===== config.mk =====
export PLATFORM = sky130hd
export DESIGN_NAME = divider
export DESIGN_NICKNAME = d
export VERILOG_FILES = /design/src/rtl/divider_pkg.sv /design/src/rtl/divider_step.sv /design/src/rtl/divider.sv
export SDC_FILE = /design/constraint.sdc
export NUM_CORES = 1
export LEC_CHECK = 0
export BUFFER_PORTS_ARGS = -buffer_cell sky130_fd_sc_hd__buf_4
export CAP_MARGIN = 10
export CORE_MARGIN = 4
export CORE_UTILIZATION = 45
export DETAILED_ROUTE_END_ITERATION = 8
export HOLD_SLACK_MARGIN = 0.08
export PLACE_DENSITY = 0.7
export SYNTH_ARGS = -nofsm -noshare
export SYNTH_HDL_FRONTEND = slang
export SYNTH_SLANG_ARGS = --single-unit

===== constraint.sdc =====
create_clock -name clk -period 5.4 [get_ports clk]
set_clock_uncertainty 0.05 [all_clocks]
set_input_delay 1.08 -clock clk [delete_from_list [all_inputs] [get_ports clk]]
set_output_delay 1.08 -clock clk [all_outputs]
set_load 0.02 [all_outputs]

===== src/rtl/divider_pkg.sv =====
// divider_pkg: shared types and constants for the RV32M iterative divider.
//   div_state_t    - controller states IDLE / CALC / DONE
//   F3_*           - funct3 encodings of DIV, DIVU, REM, REMU
//   DIV_ITERATIONS - quotient bits produced, one per CALC cycle
//   neg_if()       - conditional two's-complement negate used by the sign fix-up
package divider_pkg;

    typedef enum logic [1:0] {
        IDLE = 2'd0,
        CALC = 2'd1,
        DONE = 2'd2
    } div_state_t;

    localparam logic [2:0] F3_DIV  = 3'b100;
    localparam logic [2:0] F3_DIVU = 3'b101;
    localparam logic [2:0] F3_REM  = 3'b110;
    localparam logic [2:0] F3_REMU = 3'b111;

    localparam int DIV_ITERATIONS = 32;

    function automatic logic [31:0] neg_if(input logic n, input logic [31:0] v);
        return n ? (~v + 32'd1) : v;
    endfunction

endpackage


===== src/rtl/divider_step.sv =====
// div_step: one radix-2 restoring division iteration (purely combinational).
//   rem, quo  - partial remainder and dividend/quotient shift register
//   divisor   - unsigned divisor magnitude
//   rem_next, quo_next - state after shifting in one dividend bit and
//                        committing one quotient bit
module div_step #(
    parameter int XLEN = 32
) (
    input  logic [XLEN-1:0] rem,
    input  logic [XLEN-1:0] quo,
    input  logic [XLEN-1:0] divisor,
    output logic [XLEN-1:0] rem_next,
    output logic [XLEN-1:0] quo_next
);

    logic [XLEN:0] rem_sh;
    logic [XLEN:0] trial;
    logic          borrow;
    logic          accept;
    logic [XLEN:0] rem_w;
    logic          unused_rem_top;

    // {rem, quo} << 1: the dividend MSB moves into the remainder.
    assign rem_sh = {rem, quo[XLEN-1]};
    // 33-bit trial subtract; the extra borrow bit is the sign of the trial.
    assign {borrow, trial} = {1'b0, rem_sh} - {2'b00, divisor};
    assign accept = ~borrow;
    assign rem_w  = accept ? trial : rem_sh;
    // The remainder stays below the divisor, so bit XLEN is always zero here.
    assign unused_rem_top = rem_w[XLEN];
    assign rem_next = rem_w[XLEN-1:0];
    assign quo_next = {quo[XLEN-2:0], accept};

endmodule


===== src/rtl/divider.sv =====
// divider: iterative radix-2 restoring divider for RV32M DIV/DIVU/REM/REMU.
// Ports:
//   clk     - clock, rising edge
//   reset   - asynchronous active-high reset
//   ce      - start request (only honoured in IDLE with funct3[2]=1)
//   funct3  - 100 DIV, 101 DIVU, 110 REM, 111 REMU
//   a, b    - dividend (rs1), divisor (rs2)
//   result  - registered quotient/remainder, updated only on entry to DONE
//   stall   - high while an operation is in flight (combinational)
// Configuration:
//   DIVIDER_EARLY_OUT_EN - when defined, divide-by-zero and signed overflow
//   skip CALC and go IDLE -> DONE. Results are the same either way.
module divider
    import divider_pkg::*;
#(
    parameter int XLEN = 32
) (
    input  logic            clk,
    input  logic            reset,
    input  logic            ce,
    input  logic [2:0]      funct3,
    input  logic [XLEN-1:0] a,
    input  logic [XLEN-1:0] b,
    output logic [XLEN-1:0] result,
    output logic            stall
);

    localparam int CNT_W = $clog2(DIV_ITERATIONS);
    localparam logic [CNT_W-1:0] CNT_LAST = CNT_W'(DIV_ITERATIONS - 1);
    localparam logic [XLEN-1:0]  SMIN     = {1'b1, {(XLEN-1){1'b0}}};
    localparam logic [XLEN-1:0]  ONES     = {XLEN{1'b1}};

    div_state_t      state;
    logic [CNT_W-1:0] cnt_q;
    logic [XLEN-1:0] rem_q, quo_q, divisor_q, a_q;
    logic            is_rem_q, neg_q, neg_r, div0_q, ovf_q;

    // start-of-operation decode from the live inputs
    logic            start;
    logic            is_signed, a_neg, b_neg, div0, ovf;
    logic [XLEN-1:0] a_abs, b_abs;

    assign start     = (state == IDLE) && ce && funct3[2];
    assign is_signed = ~funct3[0];
    assign a_neg     = is_signed & a[XLEN-1];
    assign b_neg     = is_signed & b[XLEN-1];
    assign a_abs     = a_neg ? (~a + 1'b1) : a;
    assign b_abs     = b_neg ? (~b + 1'b1) : b;
    assign div0      = (b == '0);
    assign ovf       = is_signed && (a == SMIN) && (b == ONES);

    assign stall = start || (state == CALC);

    // datapath iteration
    logic [XLEN-1:0] step_rem, step_quo;

    div_step #(.XLEN(XLEN)) u_step (
        .rem      (rem_q),
        .quo      (quo_q),
        .divisor  (divisor_q),
        .rem_next (step_rem),
        .quo_next (step_quo)
    );

    // final sign fix-up plus special-case override, evaluated on the last
    // iteration so result is loaded as DONE is entered
    logic [XLEN-1:0] q_fin, r_fin, result_calc;

    always_comb begin
        q_fin = neg_if(neg_q, step_quo);
        r_fin = neg_if(neg_r, step_rem);
        if (div0_q) begin
            q_fin = ONES;
            r_fin = a_q;
        end else if (ovf_q) begin
            q_fin = SMIN;
            r_fin = '0;
        end
        result_calc = is_rem_q ? r_fin : q_fin;
    end

`ifdef DIVIDER_EARLY_OUT_EN
    logic            early;
    logic [XLEN-1:0] early_val;

    always_comb begin
        early     = div0 || ovf;
        early_val = ONES;
        if (div0)
            early_val = funct3[1] ? a : ONES;
        else if (ovf)
            early_val = funct3[1] ? '0 : SMIN;
    end
`endif

    always_ff @(posedge clk or posedge reset) begin
        if (reset) begin
            state     <= IDLE;
            cnt_q     <= '0;
            rem_q     <= '0;
            quo_q     <= '0;
            divisor_q <= '0;
            a_q       <= '0;
            is_rem_q  <= 1'b0;
            neg_q     <= 1'b0;
            neg_r     <= 1'b0;
            div0_q    <= 1'b0;
            ovf_q     <= 1'b0;
            result    <= '0;
        end else begin
            case (state)
                IDLE: begin
                    if (start) begin
                        is_rem_q  <= funct3[1];
                        neg_q     <= a_neg ^ b_neg;
                        neg_r     <= a_neg;
                        div0_q    <= div0;
                        ovf_q     <= ovf;
                        a_q       <= a;
                        divisor_q <= b_abs;
                        quo_q     <= a_abs;
                        rem_q     <= '0;
                        cnt_q     <= '0;
`ifdef DIVIDER_EARLY_OUT_EN
                        if (early) begin
                            result <= early_val;
                            state  <= DONE;
                        end else begin
                            state  <= CALC;
                        end
`else
                        state     <= CALC;
`endif
                    end
                end
                CALC: begin
                    rem_q <= step_rem;
                    quo_q <= step_quo;
                    cnt_q <= cnt_q + 1'b1;
                    if (cnt_q == CNT_LAST) begin
                        result <= result_calc;
                        state  <= DONE;
                    end
                end
                DONE: begin
                    state <= IDLE;
                end
                default: begin
                    state <= IDLE;
                end
            endcase
        end
    end

endmodule


# After elaboration in Yosys (flattened, before gate mapping)
# Index checks and enable logic that the tools add are counted.
op_classes:
  reduce_logical: 12
  bitwise: 9
  n_addsub: 6
  n_mux: 19
  eq_ne: 6
ops:
  columns: ["operator", "n"]
  rows:
  - ["two-way mux 32 bit", 12]
  - ["adder 32 x 1 -> 32 bit (second input constant)", 4]
  - ["inverter 32 bit", 4]
  - ["one-hot mux 32 bit (2 select lines)", 2]
  - ["equality test 32 bit (second input constant)", 2]
  - ["subtractor 33 x 32 -> 34 bit", 1]
  - ["logical NOT 32 bit", 1]
  - ["one-hot mux 5 bit (2 select lines)", 1]
  - ["AND reduction 2 bit", 4]
  - ["adder 5 x 1 -> 5 bit (second input constant)", 1]
  - ["equality test 5 bit (second input constant)", 1]
  - ["two-way mux 5 bit", 1]
  - ["logical AND 1 bit", 4]
  - ["two-way mux 2 bit", 2]
  - ["one-hot mux 2 bit (2 select lines)", 1]
  - ["AND 1 bit", 2]
  - ["equality test 2 x 1 -> 1 bit (second input constant)", 1]
  - ["logical NOT 2 bit", 1]
  - ["!= test 2 x 1 -> 1 bit (second input constant)", 1]
  - ["!= test 2 bit (second input constant)", 1]
  - ["inverter 1 bit", 2]
  - ["nonzero test 2 bit", 1]
  - ["logical OR 1 bit", 1]
  - ["XOR 1 bit", 1]
word_totals:
  inputBits: 70
  word_cells: 64
  reg_bits: 172
  out_inout_bits: 33

# Longest topological paths before layout
# Gate-level depths: netlist (run 1).
logic_depth:
  depth_word: 8
  mapped_depth: 23

# Cells and area by module
# Synthesis (run 1) repeated with hierarchy kept, for this count alone.
unflattened:
  cells_unflattened: 1607
  hier_area_um2: 12828.6
by_module_without_submodules:
  columns: ["module", "n_inst", "area_each_um2", "cells_per_inst"]
  rows:
  - ["divider", 1, 10214.8, 1203]
  - ["div_step", 1, 2613.8, 404]

# Worst setup path after synthesis (run 1)
# OpenSTA, ideal clock, no wires.
synth_timing:
  kind: "register to register"
  from: "register rem_q[5]"
  to: "register result[30]"
  setup_ps: 122
  arrival_ps: 4760
  t_required_ps: 5228
  slack_ps: 468
  path_buffers: 4
  path_stages_with_launch: 23
  period_less_slack_ps: 4932
  cell_sequence: "dfrtp_1 -> ha_1 -> clkbuf_1 -> a21oi_1 -> o22ai_1 -> o211ai_1 -> a311o_1 -> nand2_4 -> inv_2 -> clkbuf_1 -> clkbuf_1 -> buf_1 -> ha_1 -> nand2_1 -> or3_1 -> or3_1 -> o21ai_0 -> xor2_1 -> nor2_1 -> o22a_1 -> and3b_1 -> mux2i_1 -> nand2_1"
synth_via:
  elab_chain_len: 8
  word_cells_on_any_way: 14
  classes_between: "add/sub: 3; mux: 8; bitwise: 3"
synth_lines:
  columns: ["item", "line", "source"]
  rows:
  - ["start: declaration", "divider.sv:35", "logic [XLEN-1:0] rem_q, quo_q, divisor_q, a_q;"]
  - ["start signal: assignment", "divider.sv:137", "rem_q <= step_rem;"]
  - ["subtractor 33 x 32 -> 34 bit", "divider_step.sv:26", "assign {borrow, trial} = {1'b0, rem_sh} - {2'b00, divisor};"]
  - ["two-way mux 32 bit / inverter 1 bit (equally long branches)", "divider_step.sv:28, divider_step.sv:27", null]
  - ["inverter 32 bit", "divider_pkg.sv:22", "return n ? (~v + 32'd1) : v;"]
  - ["adder 32 x 1 -> 32 bit", "divider_pkg.sv:22", null]
  - ["two-way mux 32 bit", "divider_pkg.sv:22", null]
  - ["two-way mux 32 bit", "divider.sv:75", "end else if (ovf_q) begin"]
  - ["two-way mux 32 bit", "divider.sv:72", "if (div0_q) begin"]
  - ["two-way mux 32 bit *", "divider.sv:79", "result_calc = is_rem_q ? r_fin : q_fin;"]
  - ["end signal: assignment", "divider.sv:141", "result <= result_calc;"]
  - ["end: declaration", "divider.sv:24", "output logic [XLEN-1:0] result,"]
# Mark *: on every way between the ends. The rest lies on a longest branch, timed or not.
# A chain may end at the register's enable or synchronous reset.

# Worst setup path after layout (run 1)
layout_timing:
  from: "register quo_q[31]"
  to: "register result[31]"
layout_via:
  elab_chain_len: 8
  word_cells_on_any_way: 14
  classes_between: "add/sub: 3; mux: 8; bitwise: 3"
layout_lines:
  columns: ["item", "line", "source"]
  rows:
  - ["start: declaration", "divider.sv:35", null]
  - ["start signal: assignment", "divider.sv:121", "quo_q <= a_abs;"]
  - ["start signal: assignment", "divider.sv:138", "quo_q <= step_quo;"]
  - ["subtractor 33 x 32 -> 34 bit", "divider_step.sv:26", null]
  - ["two-way mux 32 bit / inverter 1 bit (equally long branches)", "divider_step.sv:28, divider_step.sv:27", null]
  - ["inverter 32 bit", "divider_pkg.sv:22", null]
  - ["adder 32 x 1 -> 32 bit", "divider_pkg.sv:22", null]
  - ["two-way mux 32 bit", "divider_pkg.sv:22", null]
  - ["two-way mux 32 bit", "divider.sv:75", null]
  - ["two-way mux 32 bit", "divider.sv:72", null]
  - ["two-way mux 32 bit *", "divider.sv:79", null]
# Marked as above.

==> impl_results.md, run 1 <==
* Run status: complete, no violations
* CTS sink cnt at 172
* Syn Nets at 1686
* Yosys warnings at 0
* Final hold vios at 0
* Routed wire per std cell at 20.3 µm
* Row cnt at 60
* Worst r2r src: quo_q[31]
* Cts hold-fix bufs at 0
* # DRC at 0
* Crit path cell chain: inv_1 -> ha_1 -> fa_1 -> nand2b_1 -> a21o_1 -> a211oi_1 -> buf_4 -> nor4_1 -> o21ai_0 -> nand4_1 -> o32a_1 -> or3_4 -> or4_1 -> mux2i_1 -> a31oi_1
* Crit path from: quo_q[31]
* N_diodes at 0
* MaxCap Viol Count at 0
* Final Max Slew Viols at 0
* Via density at 6.13
* # fillers at 2633
* Vias in the first global route at 11900
* Non-Filler Cell Area, Final at 14200 µm²
* Die Span X at 175 µm
* PortBufs at 102
* Slew @ Worst Pin at 1.07 ns
* Num ports at 103
* H-tree levels at 4
* GRT met2 Usage at 0.414
* Routed Wire Length at 40900 µm
* Unrepaired setup endpoints after global routing: false
* FFs w/ async S/R, synth at 1.00
* GP Congestion at 0.940
* Gr ovfl total at 0
* Synthesized instance count at 1576
* Post-synth top area cell: dfrtp_1
* Minimum clock period at 4.64 ns
* Clock Latency Late Sink at 0.45 ns
* Largest net degree at the start of global routing at 173
* Post-route setup TNS at 0 ns
* Crit path launch type: flop
* Worst hold slack at 0.423 ns
* Final setup vio count at 0
* Die footprint at 30700 µm²
* CTS resizes at 0
* Most frequent cell after synthesis: nand2_1
* Yosys top cell area share at 0.342
* DR vias at 12300
* Core area at 27300 µm²
* EDFF count, synth at 0
* Syn-to-layout area delta at 13.2%
* Clock transition at path regs at 0.08 ns
* Setup bufs post-CTS at 0
* Top post-synthesis cells by area: dfrtp_1, o21ai_0, nand2_1
* Nets at 1739
* GR Layer Usage met1 at 0.368
* Starting Density at 0.462
* Commonest cells post-synth: nand2_1, o21ai_0, dfrtp_1
* Number of buffers created by CTS at 17
* Maximum clock insertion buffer count at 2
* Crit Path Max Fanout at 7
* CTS tree: yes
* Top FF cell, synth: dfrtp_1
* Avg Inst Size Synth at 7.99 µm²
* HPWL after detailed placement at 29900 µm
* Global-route wire length before repair at 64800 µm
* Worst endpoint required time at 5.68 ns
* Arr. time, crit path at 4.92 ns
* Maximum clock rate at 0.216 GHz
* Critical-path top delay cell: or4_1
* Clock root buffer: clkbuf_16
* Slowest stage delay, CP at 0.55 ns
* Iter 0 DRT Violations at 1219
* Gr usage total at 0.260
* Antenna violations before repair at 0
* Share of cells above drive strength 1 at 0.108
* Die height at 175 µm
* 1st-pass router iterations at 5
* #FFs+latches synth at 172
* Min-delay src: a_q[12]
* Fin crit share at 0.859
* GR peak layer: met2
* Crit. End Element: flop
* Worst setup path category: reg -> reg
* Met3 usage in global routing at 0.0351
* Final ANT Viol Nets at 0
* Max_slew headroom at 0.288
* Cell Area, Placed at 13700 µm²
* Synth cell types at 75
* Min-Delay Path Class: reg -> reg
* Synth Cell Area at 12600 µm²
* Sequential share of the synthesized area at 0.342
[worst max-delay path, delay by kind of cell, from the launching register on]
kind                       cells  cell delay (ns)
AOI/OAI and AO/OA              5             1.47
muxes                          1             0.16
buffers and inverters          2             0.28
DFF                            1             0.48
and+or+nand+nor                5             1.41
adders and majority gates      2             0.66
[metal layers]
metal | up-vias | share of wire
met5 | - | 0
met2 | 491 | 0.46
li1 | 5824 | -
met1 | 5952 | 0.45
met4 | 0 | 0.027
met3 | 70 | 0.067
[flip-flops by register name, summed over array words and instances (netlist names)]
signal and flops:
is_rem_q 1, divisor_q 32, ovf_q 1, cnt_q 5, state 2, div0_q 1, quo_q 32, rem_q 32
neg_r 1, neg_q 1, a_q 32, result 32
[worst paths after layout]
| kind | slack, ns | endpoint | cells past startpoint |
|---|---|---|---|
| hold reg to reg | 0.42 | a_q[12] | 2 |
| min in group asynchronous | 0.80 | a_q[17] | 3 |
| max in group asynchronous | 3.67 | rem_q[5] | 3 |
| hold / removal | 0.42 | a_q[12] | 2 |
| setup / recovery | 0.76 | result[31] | 15 |
| setup reg to reg | 0.76 | result[31] | 15 |
[kinds of logic after synthesis]
logic type               after synthesis  share of synthesized area
XOR/XNOR                             129                     0.0898
multiplexers                          23                     0.0185
buffers and inverters                146                     0.0446
AO/OA/AOI/OAI                        513                      0.257
adder cells (fa/ha/maj)               40                     0.0404
AND/OR/NAND/NOR                      553                      0.208
flip-flops                           172                      0.342
[stage by stage]
| step | util | instances | setup slack [ns] |
|---|---|---|---|
| after floorplan | - | 1576 | 0.468 |
| after global placement | 0.502 | 1982 | 0.884 |
| after detailed placement | 0.502 | 1982 | 0.856 |
| after CTS | 0.523 | 2014 | 0.792 |
| after global routing | 0.523 | 2014 | 0.489 |
| final | 0.523 | 2014 | 0.764 |
[placed cells by master, fill, tap and decap left out, types with 33 or more instances in the layout]
master     n
xnor2_1   58
ha_1      39
nor3_1    33
dfrtp_1  172
nand2_1  261
inv_1     54
a21oi_1   74
o21ai_0  199
xor2_1    71
buf_4    121
nor2_1    78
a22oi_1   33
[area by class of cell]
class	count	area, µm²	share of cell area
Clock inverter	14	150	0.0105
Multi-Input combinational cell	1258	7750	0.544
Sequential cell	172	4300	0.302
Timing Repair Buffer	122	928	0.0652
Inverter	58	221	0.0155
Clock buffer	18	429	0.0301
Tap cell	372	465	0.0327
Power of run 1 is not shown: default switching activity piles up to over one toggle a cycle in this logic, so the estimate is an artifact.
==> inputs of run 2 (changes only) <==
--- a/config.mk
+++ b/config.mk
@@ -6,7 +6,8 @@
 export NUM_CORES = 1
 export LEC_CHECK = 0
 export BUFFER_PORTS_ARGS = -buffer_cell sky130_fd_sc_hd__buf_4
-export CAP_MARGIN = 10
+export CAP_MARGIN = 20
+export CORE_ASPECT_RATIO = 1.25
 export CORE_MARGIN = 4
 export CORE_UTILIZATION = 45
 export DETAILED_ROUTE_END_ITERATION = 8
==> impl_results.md, run 2 (synthesis results as in run 1) <==
* PortBufs at 102
* Register Area at 4300 µm²
* DR vias at 12300
* Maximum clock insertion buffer count at 2
* Iter 0 DRT Violations at 1136
* Worst path depth at 15
* CTS sink cnt at 172
* Share of cells above drive strength 1 at 0.111
* 1st-pass router iterations at 8
* Minimum clock period at 4.63 ns
* H-tree levels at 4
* Via density at 6.16
* Antenna violations before repair at 0
* MaxCap Viol Count at 0
* Final hold vios at 0
* Fin crit share at 0.858
* Clock transition at path regs at 0.07 ns
* Cell Area, Placed at 13700 µm²
* Non-Filler Cell Area, Final at 14300 µm²
* Unrepaired setup endpoints after global routing: false
* Global-route wire length before repair at 65500 µm
* Final ANT Viol Nets at 0
* Syn-to-layout area delta at 13.3%
* Die footprint at 30700 µm²
* Crit Path Max Fanout at 7
* # fillers at 2718
* Clock root buffer: clkbuf_16
* Die Span X at 158 µm
* Crit. End Element: flop
* CTS resizes at 0
* # DRC at 0
* Slew @ Worst Pin at 1.18 ns
* Commonest non-fill, non-tap cell in the layout: nand2_1
* R2r worst-path depth at 15
* Gr usage total at 0.269
* Area of the multi-input gates at 7750 µm²
* Maximum clock rate at 0.216 GHz
* Core area at 27600 µm²
* Worst setup path category: reg -> reg
* Setup bufs post-CTS at 0
* Routed wire per std cell at 20.7 µm
* Number of buffers created by CTS at 17
* Vias in the first global route at 11800
* GP Congestion at 0.976
* Clock Latency Late Sink at 0.44 ns
* Arr. time, crit path at 4.89 ns
* Num ports at 103
* Max_slew headroom at 0.213
* N_diodes at 0
* Largest net degree at the start of global routing at 173
* Crit path cell chain: inv_1 -> ha_1 -> fa_1 -> nand2b_1 -> a21o_1 -> a211oi_1 -> buf_4 -> nor4_1 -> or3_1 -> nand4_1 -> o32a_1 -> or3_4 -> or4_1 -> mux2i_1 -> a31oi_1
* Worst path top cell family by delay: simple AND/OR/NAND/NOR gates
* Buf/Inv on CP at 2
* Crit path launch type: flop
* Worst endpoint required time at 5.66 ns
* Row cnt at 68
* Post-route setup TNS at 0 ns
* Slowest stage delay, CP at 0.70 ns
* Nets at 1744
* CTS tree: yes
* HPWL after detailed placement at 30500 µm
* Critical-path top delay cell: nor4_1
* Hold depth at 2
* Final Max Slew Viols at 0
* Run status: complete, no violations
* Starting Density at 0.457
* Routed Wire Length at 41400 µm
* Min-Delay Path Class: reg -> reg
* Cts hold-fix bufs at 0
* Gr ovfl total at 0
* Die height at 195 µm
* Final setup vio count at 0
* Most frequent cells in the layout: nand2_1, o21ai_0, dfrtp_1, buf_4, nor2_1
## run 2: cell count changes in the layout (fill, tap and decap cells not counted)
cell,change
clkbuf_2,+1
bufinv_16,+2
inv_8,-6
clkinvlp_4,+2
clkinv_4,-2
clkinv_8,-2
clkinv_2,+3
clkbuf_8,+1
buf_4,+4
inv_6,+2
## run 2: cell type report
cell class | count | area share
multi-input combinational | 1258 | 0.544
sequential | 172 | 0.302
timing repair buffer | 127 | 0.0676
clock buffer | 19 | 0.0311
tap | 350 | 0.0307
inverter | 58 | 0.0155
clock inverter | 13 | 0.00983
## run 2: path summary, 6_finish.rpt
check / startpoint / to / slack [ns]
setup / recovery: quo_q[31] / result[31] / 0.77
hold / removal: a_q[5] / a_q[5] / 0.42
setup reg to reg: quo_q[31] / result[31] / 0.77
hold reg to reg: a_q[5] / a_q[5] / 0.42
max in group asynchronous: reset / quo_q[2] / 3.58
min in group asynchronous: reset / divisor_q[26] / 0.74
## run 2: per-stage QoR
step,hold WS [ns],instances,util,setup WS (ns)
6_report,0.422,1997,0.517,0.768
2_1_floorplan,0.387,1576,-,0.468
3_3_place_gp,0.404,1963,0.496,0.919
5_1_grt,0.443,1997,0.517,0.515
4_1_cts,0.425,1995,0.517,0.829
3_5_place_dp,0.407,1963,0.496,0.844
## run 2: metal layers
layer | up-vias | track usage | part of all wire
met5 | - | 0 | 0
met4 | 0 | 0.147 | 0.056
met3 | 98 | 0.0406 | 0.053
met2 | 445 | 0.429 | 0.47
met1 | 5909 | 0.349 | 0.42
li1 | 5843 | - | -
## run 2: worst reg2reg max path, stage by stage, from the launching register on
cell,delay (ns)
dfrtp_1,0.47
inv_1,0.09
ha_1,0.17
fa_1,0.24
nand2b_1,0.15
a21o_1,0.29
a211oi_1,0.15
buf_4,0.17
nor4_1,0.70
or3_1,0.25
nand4_1,0.16
o32a_1,0.44
or3_4,0.37
or4_1,0.56
mux2i_1,0.17
a31oi_1,0.09
Power of run 2 is left out for the same reason.
